## src/rtl/utils_pkg.sv

```systemverilog
// Shared types and constants for the load/store unit and its memory-facing logic.
package utils_pkg;

    localparam int unsigned DATA_WIDTH = 64;

    // Memory-controller direction encoding on mem_enwr_o.
    localparam logic MEM_WRITE = 1'b0;
    localparam logic MEM_READ  = 1'b1;

    // Access width / sign codes understood by the memory controller; 3'b111 is unused.
    typedef enum logic [2:0] {
        WID_B  = 3'b000,
        WID_H  = 3'b001,
        WID_W  = 3'b010,
        WID_D  = 3'b011,
        WID_BU = 3'b100,
        WID_HU = 3'b101,
        WID_WU = 3'b110
    } mem_wid_e;

    typedef enum logic [1:0] {
        EXC_NONE        = 2'b00,
        EXC_LD_MISALIGN = 2'b01,
        EXC_ST_MISALIGN = 2'b10,
        EXC_ILLEGAL_WID = 2'b11
    } lsu_exc_e;

    typedef enum logic [1:0] {
        S_IDLE,
        S_ACCESS,
        S_CAPTURE,
        S_RESP
    } lsu_state_e;

endpackage

```

## src/rtl/mem_align_check.sv

```systemverilog
// Width legality and natural-alignment check for one memory request.
module mem_align_check
    import utils_pkg::*;
(
    input  logic     we,
    input  logic [2:0] wid,
    input  logic [2:0] addr,
    output lsu_exc_e exc
);

    logic illegal;
    logic misaligned;

    // Classify the request; an illegal width outranks misalignment.
    always_comb begin
        illegal    = 1'b0;
        misaligned = 1'b0;
        case (wid)
            WID_B:  ;
            WID_BU: illegal = we;
            WID_H:  misaligned = addr[0];
            WID_HU: begin
                misaligned = addr[0];
                illegal    = we;
            end
            WID_W:  misaligned = |addr[1:0];
            WID_WU: begin
                misaligned = |addr[1:0];
                illegal    = we;
            end
            WID_D:  misaligned = |addr;
            default: illegal = 1'b1;
        endcase

        if (illegal) begin
            exc = EXC_ILLEGAL_WID;
        end else if (misaligned) begin
            exc = we ? EXC_ST_MISALIGN : EXC_LD_MISALIGN;
        end else begin
            exc = EXC_NONE;
        end
    end

endmodule

```

## src/rtl/load_store_unit.sv

```systemverilog
// Single-outstanding load/store unit in front of the memory controller data port.
module load_store_unit
    import utils_pkg::*;
(
    input  logic                  clk,
    input  logic                  rst_n,
    input  logic                  req_valid_i,
    output logic                  req_ready_o,
    input  logic                  req_we_i,
    input  logic [2:0]            req_wid_i,
    input  logic [DATA_WIDTH-1:0] req_addr_i,
    input  logic [DATA_WIDTH-1:0] req_wdata_i,
    output logic                  resp_valid_o,
    input  logic                  resp_ready_i,
    output logic [DATA_WIDTH-1:0] resp_rdata_o,
    output logic [1:0]            resp_exc_o,
    output logic                  mem_en_o,
    output logic                  mem_enwr_o,
    output logic [2:0]            mem_wid_o,
    output logic [DATA_WIDTH-1:0] mem_addr_o,
    output logic [DATA_WIDTH-1:0] mem_wdata_o,
    input  logic [DATA_WIDTH-1:0] mem_rdata_i
);

    lsu_state_e            state_q;
    lsu_state_e            state_d;
    lsu_exc_e              req_exc;
    lsu_exc_e              exc_q;
    logic                  we_q;
    logic [2:0]            wid_q;
    logic [DATA_WIDTH-1:0] addr_q;
    logic [DATA_WIDTH-1:0] wdata_q;
    logic [DATA_WIDTH-1:0] rdata_q;

    mem_align_check u_align (
        .we   (req_we_i),
        .wid  (req_wid_i),
        .addr (req_addr_i[2:0]),
        .exc  (req_exc)
    );

    // State register.
    always_ff @(posedge clk or negedge rst_n) begin
        if (!rst_n) begin
            state_q <= S_IDLE;
        end else begin
            state_q <= state_d;
        end
    end

    // Next state: faulting requests skip memory entirely.
    always_comb begin
        state_d = state_q;
        case (state_q)
            S_IDLE: begin
                if (req_valid_i) begin
                    state_d = (req_exc != EXC_NONE) ? S_RESP : S_ACCESS;
                end
            end
            S_ACCESS:  state_d = we_q ? S_RESP : S_CAPTURE;
            S_CAPTURE: state_d = S_RESP;
            S_RESP: begin
                if (resp_ready_i) begin
                    state_d = S_IDLE;
                end
            end
            default:   state_d = S_IDLE;
        endcase
    end

    // Request latch on accept, read-data capture one cycle after the read edge.
    always_ff @(posedge clk or negedge rst_n) begin
        if (!rst_n) begin
            we_q    <= 1'b0;
            wid_q   <= '0;
            addr_q  <= '0;
            wdata_q <= '0;
            rdata_q <= '0;
            exc_q   <= EXC_NONE;
        end else begin
            if (state_q == S_IDLE && req_valid_i) begin
                we_q    <= req_we_i;
                wid_q   <= req_wid_i;
                addr_q  <= req_addr_i;
                wdata_q <= req_wdata_i;
                rdata_q <= '0;
                exc_q   <= req_exc;
            end
            if (state_q == S_CAPTURE) begin
                rdata_q <= mem_rdata_i;
            end
        end
    end

    // Handshake and memory strobes decoded from state; direction parks at read.
    always_comb begin
        req_ready_o  = 1'b0;
        resp_valid_o = 1'b0;
        mem_en_o     = 1'b0;
        mem_enwr_o   = MEM_READ;
        case (state_q)
            S_IDLE:   req_ready_o = 1'b1;
            S_ACCESS: begin
                mem_en_o   = 1'b1;
                mem_enwr_o = we_q ? MEM_WRITE : MEM_READ;
            end
            S_RESP:   resp_valid_o = 1'b1;
            default:  ;
        endcase
    end

    assign mem_wid_o    = wid_q;
    assign mem_addr_o   = addr_q;
    assign mem_wdata_o  = wdata_q;
    assign resp_rdata_o = rdata_q;
    assign resp_exc_o   = exc_q;

endmodule

```

## config.mk

```make
export PLATFORM = sky130hd
export DESIGN_NAME = load_store_unit
export DESIGN_NICKNAME = d
export VERILOG_FILES = /design/src/rtl/utils_pkg.sv /design/src/rtl/mem_align_check.sv /design/src/rtl/load_store_unit.sv
export SDC_FILE = /design/constraint.sdc
export NUM_CORES = 1
export LEC_CHECK = 0
export ABC_AREA = 1
export BUFFER_PORTS_ARGS = -buffer_cell sky130_fd_sc_hd__clkbuf_2
export CAP_MARGIN = 5
export CORE_MARGIN = 1.5
export CORE_UTILIZATION = 30
export DETAILED_ROUTE_END_ITERATION = 10
export PLACE_DENSITY = 0.67
export SETUP_SLACK_MARGIN = 0.4
export SYNTH_ARGS = -nofsm -noshare
export SYNTH_HDL_FRONTEND = slang
export SYNTH_SLANG_ARGS = --single-unit
```

## constraint.sdc

```tcl
create_clock -name clk -period 4.3 [get_ports clk]
set_input_delay 0 -clock clk [delete_from_list [all_inputs] [get_ports clk]]
set_output_delay 0 -clock clk [all_outputs]
set_load 0.005 [all_outputs]
```

### Word-level counts from Yosys, hierarchy flattened

Cells that the tools add are included.

* memory bits (read-only): 0
* memory bits (writable): 0
* register bits after elaboration: 200
* output and inout port bits: 201
* memories: 0
* bits in latches: 0
* input port bits: 200

* magnitude comparators: 0
* $add $sub $neg: 0
* divide/modulo/power cells: 0
* bitwise logic cells: 0
* multiply operators: 0
* shift-type cells: 0
* multiplexer cells: 17
* equal/unequal tests: 11
* reduce and logical (&&, ||, !) cells: 12

Operators with widths (number)
* 2-to-1 mux 64 bit: 2
* 2-to-1 mux 2 bit: 6
* equality test 3 bit (second input constant): 3
* one-hot mux 2 bit (4 select lines): 1
* equality test 3 x 2 -> 1 bit (second input constant): 2
* 2-to-1 mux 1 bit: 6
* OR reduction 2 bit: 3
* OR reduction 3 bit: 2
* equality test 2 bit (second input constant): 2
* != test 2 bit (second input constant): 2
* nonzero test 2 bit: 2
* OR reduction 4 bit: 1
* equality test 3 x 1 -> 1 bit (second input constant): 1
* zero test 3 bit: 1
* one-hot mux 1 bit (3 select lines): 1
* equality test 2 x 1 -> 1 bit (second input constant): 1
* zero test 2 bit: 1
* one-hot mux 1 bit (2 select lines): 1
* AND reduction 2 bit: 1
* logical AND 1 bit: 1

### Depth between registers and ports, before layout

* depth in word-level cells: 9
* gate-level depth with buffers: 8
* mapped depth without buffers: 7

### By module

Synthesis repeated with hierarchy kept, for this count alone.

* cells, all modules: 904
* area total of the unflattened synthesis: 8045.2 um2

By module, submodules not included
* load_store_unit: instances 1, cells an instance 885, seq. area each 5004.8 um2, area each 7961.4 um2
* mem_align_check: instances 1, cells an instance 19, seq. area each 0.0 um2, area each 83.8 um2

### Worst setup path before layout

No wires, ideal clock.

* kind: flip-flop to flip-flop
* start point: register state_q[0]
* end point: register rdata_q[53], in the netlist resp_rdata_o[53]
* setup time: 0.118 ns
* setup slack: 2.904 ns
* required time: 4.182 ns
* arrival: 1.278 ns
* buffers on the path: 2
* period minus slack after synthesis: 1.396 ns
* cell stages (with the launch flop): 8
* path through: dfrtp_1 inv_1 ha_1 nand2_2 buf_2 buf_2 nand3_1 nand2_1

* cells in the longest elaborated chain, start to end: 3
* elaborated cells between the ends (all ways): 5
* classes of those cells: eq/ne: 1; mux: 1; reduce/logical: 3

Ends and longest elaborated chain
* start: declaration: line load_store_unit.sv:25 `lsu_state_e state_q;`
* start signal: assignment: line load_store_unit.sv:47 `state_q <= state_d;`
* zero test 2 bit: line load_store_unit.sv:81 `if (state_q == S_IDLE && req_valid_i) begin`
* logical AND 1 bit: line load_store_unit.sv:81
* nonzero test 2 bit (no line)
* end signal: assignment: line load_store_unit.sv:90 `rdata_q <= mem_rdata_i;`
* end: declaration: line load_store_unit.sv:33 `logic [DATA_WIDTH-1:0] rdata_q;`

Parallel ways exist; a longest one is shown, timed or not.
A chain may end at the register's enable or synchronous reset.

### Worst setup path after layout

* start point: register state_q[0]
* end point: register exc_q[1], in the netlist resp_exc_o[1]

* cells in the longest elaborated chain, start to end: 2

Ends and longest elaborated chain
* zero test 2 bit: line load_store_unit.sv:81
* logical AND 1 bit: line load_store_unit.sv:81
* end signal: assignment: line load_store_unit.sv:87 `exc_q <= req_exc;`
* end: declaration: line load_store_unit.sv:28 `lsu_exc_e exc_q;`

No other way between the ends.

==> results.yml <==
run_status:
  outcome: "completed"
setup_path:
  r2r_slack_ps: 1240
  worst-setup-path-type: "reg2reg"
  rr_startpoint: "state_q[0]"
  crit_path_end_kind: "flop"
  startpoint_type: "flop"
  cp.required_ps: 4660
  cp.arrival_ps: 3420
  ff2ff_path_depth: 7
  timing.rr.end: "resp_exc_o[1]"
  crit_fanout: 114
  critPathLaunch: "state_q[0]"
synth:
  synth.distinct_cells: 15
  syn-num-nets: 1083
  syn_inst: 879
  ys_seq_area_share_pct: 64.4
  ys_ff_latch: 200
  yosys_warnings: 0
  syn_area_per_cell_sq_um: 8.84
  netlist_area_sq_um: 7770
routing:
  via_per_inst: 4.42
  first_pass_iters: 5
  wl_per_cell_um: 14.5
  wl_um: 26100
  postRouteAntennaNets: 0
  vias: 7941
  drc: 0
  drt_iter0_drc: 486
flow_run:
  cap_viol_max_count: 0
timing:
  tightestPinTransition_ps: 1160
  max_freq_mhz: 327
  post-route-period-util_pct: 71.2
  timing.final.crit_period_ps: 3060
  drv_slew: 0
  slew-limit-headroom_pct: 22.4
  setup_viol: 0
  fin_worst_skew_ps: 16.0
  hold_slack_ps: 40.5
  rsz0062_at_grt: "no"
  finalHoldViolCount: 0
  tns_ps: 0
hold_path:
  min_path_type: "in2reg"
  min_path_cells: 4
  hold_start: "req_valid_i"
  whs_endpoint: "state_q[1]"
placement:
  dp_hpwl_um: 16400
  gp_congestion: 0.855
  dpl_cell_area_sq_um: 10000
  port_buffers: 400
  post-place-cells: 1565
layout:
  syn2layout_area_growth_pct: 62.4
  num-nets-final: 1657
  drive_gt1_share_pct: 30.1
  fin_area_sq_um: 12600
  final_common_cell: "nand2_1"
  n_antenna_cell: 0
  final_cell_mix: "nand2_1 (525), clkbuf_2 (399), dfrtp_1 (200)"
  fin_cells: 1796
  fillerInstances: 2236
global_routing:
  grt_overflow_total: 0
  grt_max_degree: 115
  grt_pass1_wl_um: 40000
  grt_pass1_vias: 7984
  antenna_found_initial: 0
  grt_use_total_pct: 19.1
floorplanning:
  fp.dieH_um: 164
  num_rows: 58
  die_w_um: 164
  core-area_sq_um: 25300
  dieArea_sq_um: 26900
  io_pins: 401
  start_util_pct: 30.7
power:
  power.density_nw_per_um2: 626
  leakage_nw: 7.15
  power.total_mw: 7.90
  ir_drop_v: 0.000311
clocking:
  insertion_delay_ps: 440
  clockBufferDepth: 2
  cts_root_buf: "clkbuf_16"
  cts_tree: "built"
  post-cts-setup-buffer-count: 0
  cts_made_buffers: 17
  cts.sinks: 200
  clkSlewWorstSetupHoldPaths_ps: 80
  htreeDepth: 4
## kinds of logic after synthesis
group	synth area share, %
compound gates	0.918
simple gates	30.0
fa+ha+maj	0.644
buf+inv	4.02
flops	64.4
## where the power goes
part / switching (mW) / internal [mW]
Sequential: 0.490 / 2.74
Clock: 0.858 / 0.804
Combinational: 1.72 / 1.28
## metal layers
| layer | track usage [%] | vias to the layer above | routed length (um) |
|---|---|---|---|
| li1 | - | 3835 | - |
| met5 | 0 | - | 0 |
| met3 | 6.09 | 57 | 2290 |
| met4 | 7.89 | 0 | 776 |
| met2 | 33.0 | 364 | 12700 |
| met1 | 21.6 | 3685 | 10400 |
## critical path, stage by stage (launching register included)
cell and delay, ps:
dfrtp_1 420, inv_1 110, ha_1 370, nand2_8 430
inv_4 720, nor2_1 100, a21oi_1 140, dlygate4sd3_1 550
## flip-flops by register name, summed over array words and instances (netlist names)
signal,cells
mem_wdata_o,64
mem_wid_o,3
state_q,2
resp_exc_o,2
resp_rdata_o,64
we_q,1
mem_addr_o,64
## worst max path at each step
| stage | to | cells after the start |
|---|---|---|
| final | resp_exc_o[1] | 7 |
| after global routing | resp_exc_o[1] | 7 |
| after floorplan | resp_rdata_o[53] | 7 |
| after global placement | mem_wdata_o[41] | 7 |
| after detailed placement | mem_wdata_o[1] | 7 |
| after CTS | resp_exc_o[1] | 7 |
## area by class of cell
class | instances | area, sq um | share of cell area [%]
sequential | 200 | 5000 | 39.7
timing repair buffer | 604 | 4050 | 32.1
multi-input combinational | 617 | 2470 | 19.6
clock buffer | 17 | 425 | 3.37
tap | 330 | 413 | 3.27
clock inverter | 15 | 201 | 1.60
inverter | 13 | 51.3 | 0.407
## synthesized netlist by cell type
library cell,count,area (sq um)
o22ai_1,1,6.26
buf_2,22,110
a21oi_1,4,20.0
nand3_1,66,330
clkbuf_1,5,18.8
nand2_1,525,1970
inv_2,2,7.51
o21ai_0,9,45.0
nor2_1,7,26.3
buf_1,8,30.0
dfrtp_1,200,5000
ha_1,4,50.1
buf_4,14,105
inv_1,11,41.3
nand2_2,1,6.26
## repair_timing
action                                 4_1_cts  5_1_grt
endpoints found under the hold margin      308        0
hold buffers                               199        0
resized for setup                            0        0
## per-stage QoR
step | setup slack, ps | util [%]
2_1_floorplan | 2900 | -
3_3_place_gp | 1560 | 39.5
3_5_place_dp | 1460 | 39.5
4_1_cts | 1310 | 49.8
5_1_grt | 1040 | 49.8
6_report | 1240 | 49.8
Note: power is estimated with default switching activity, not from simulation.
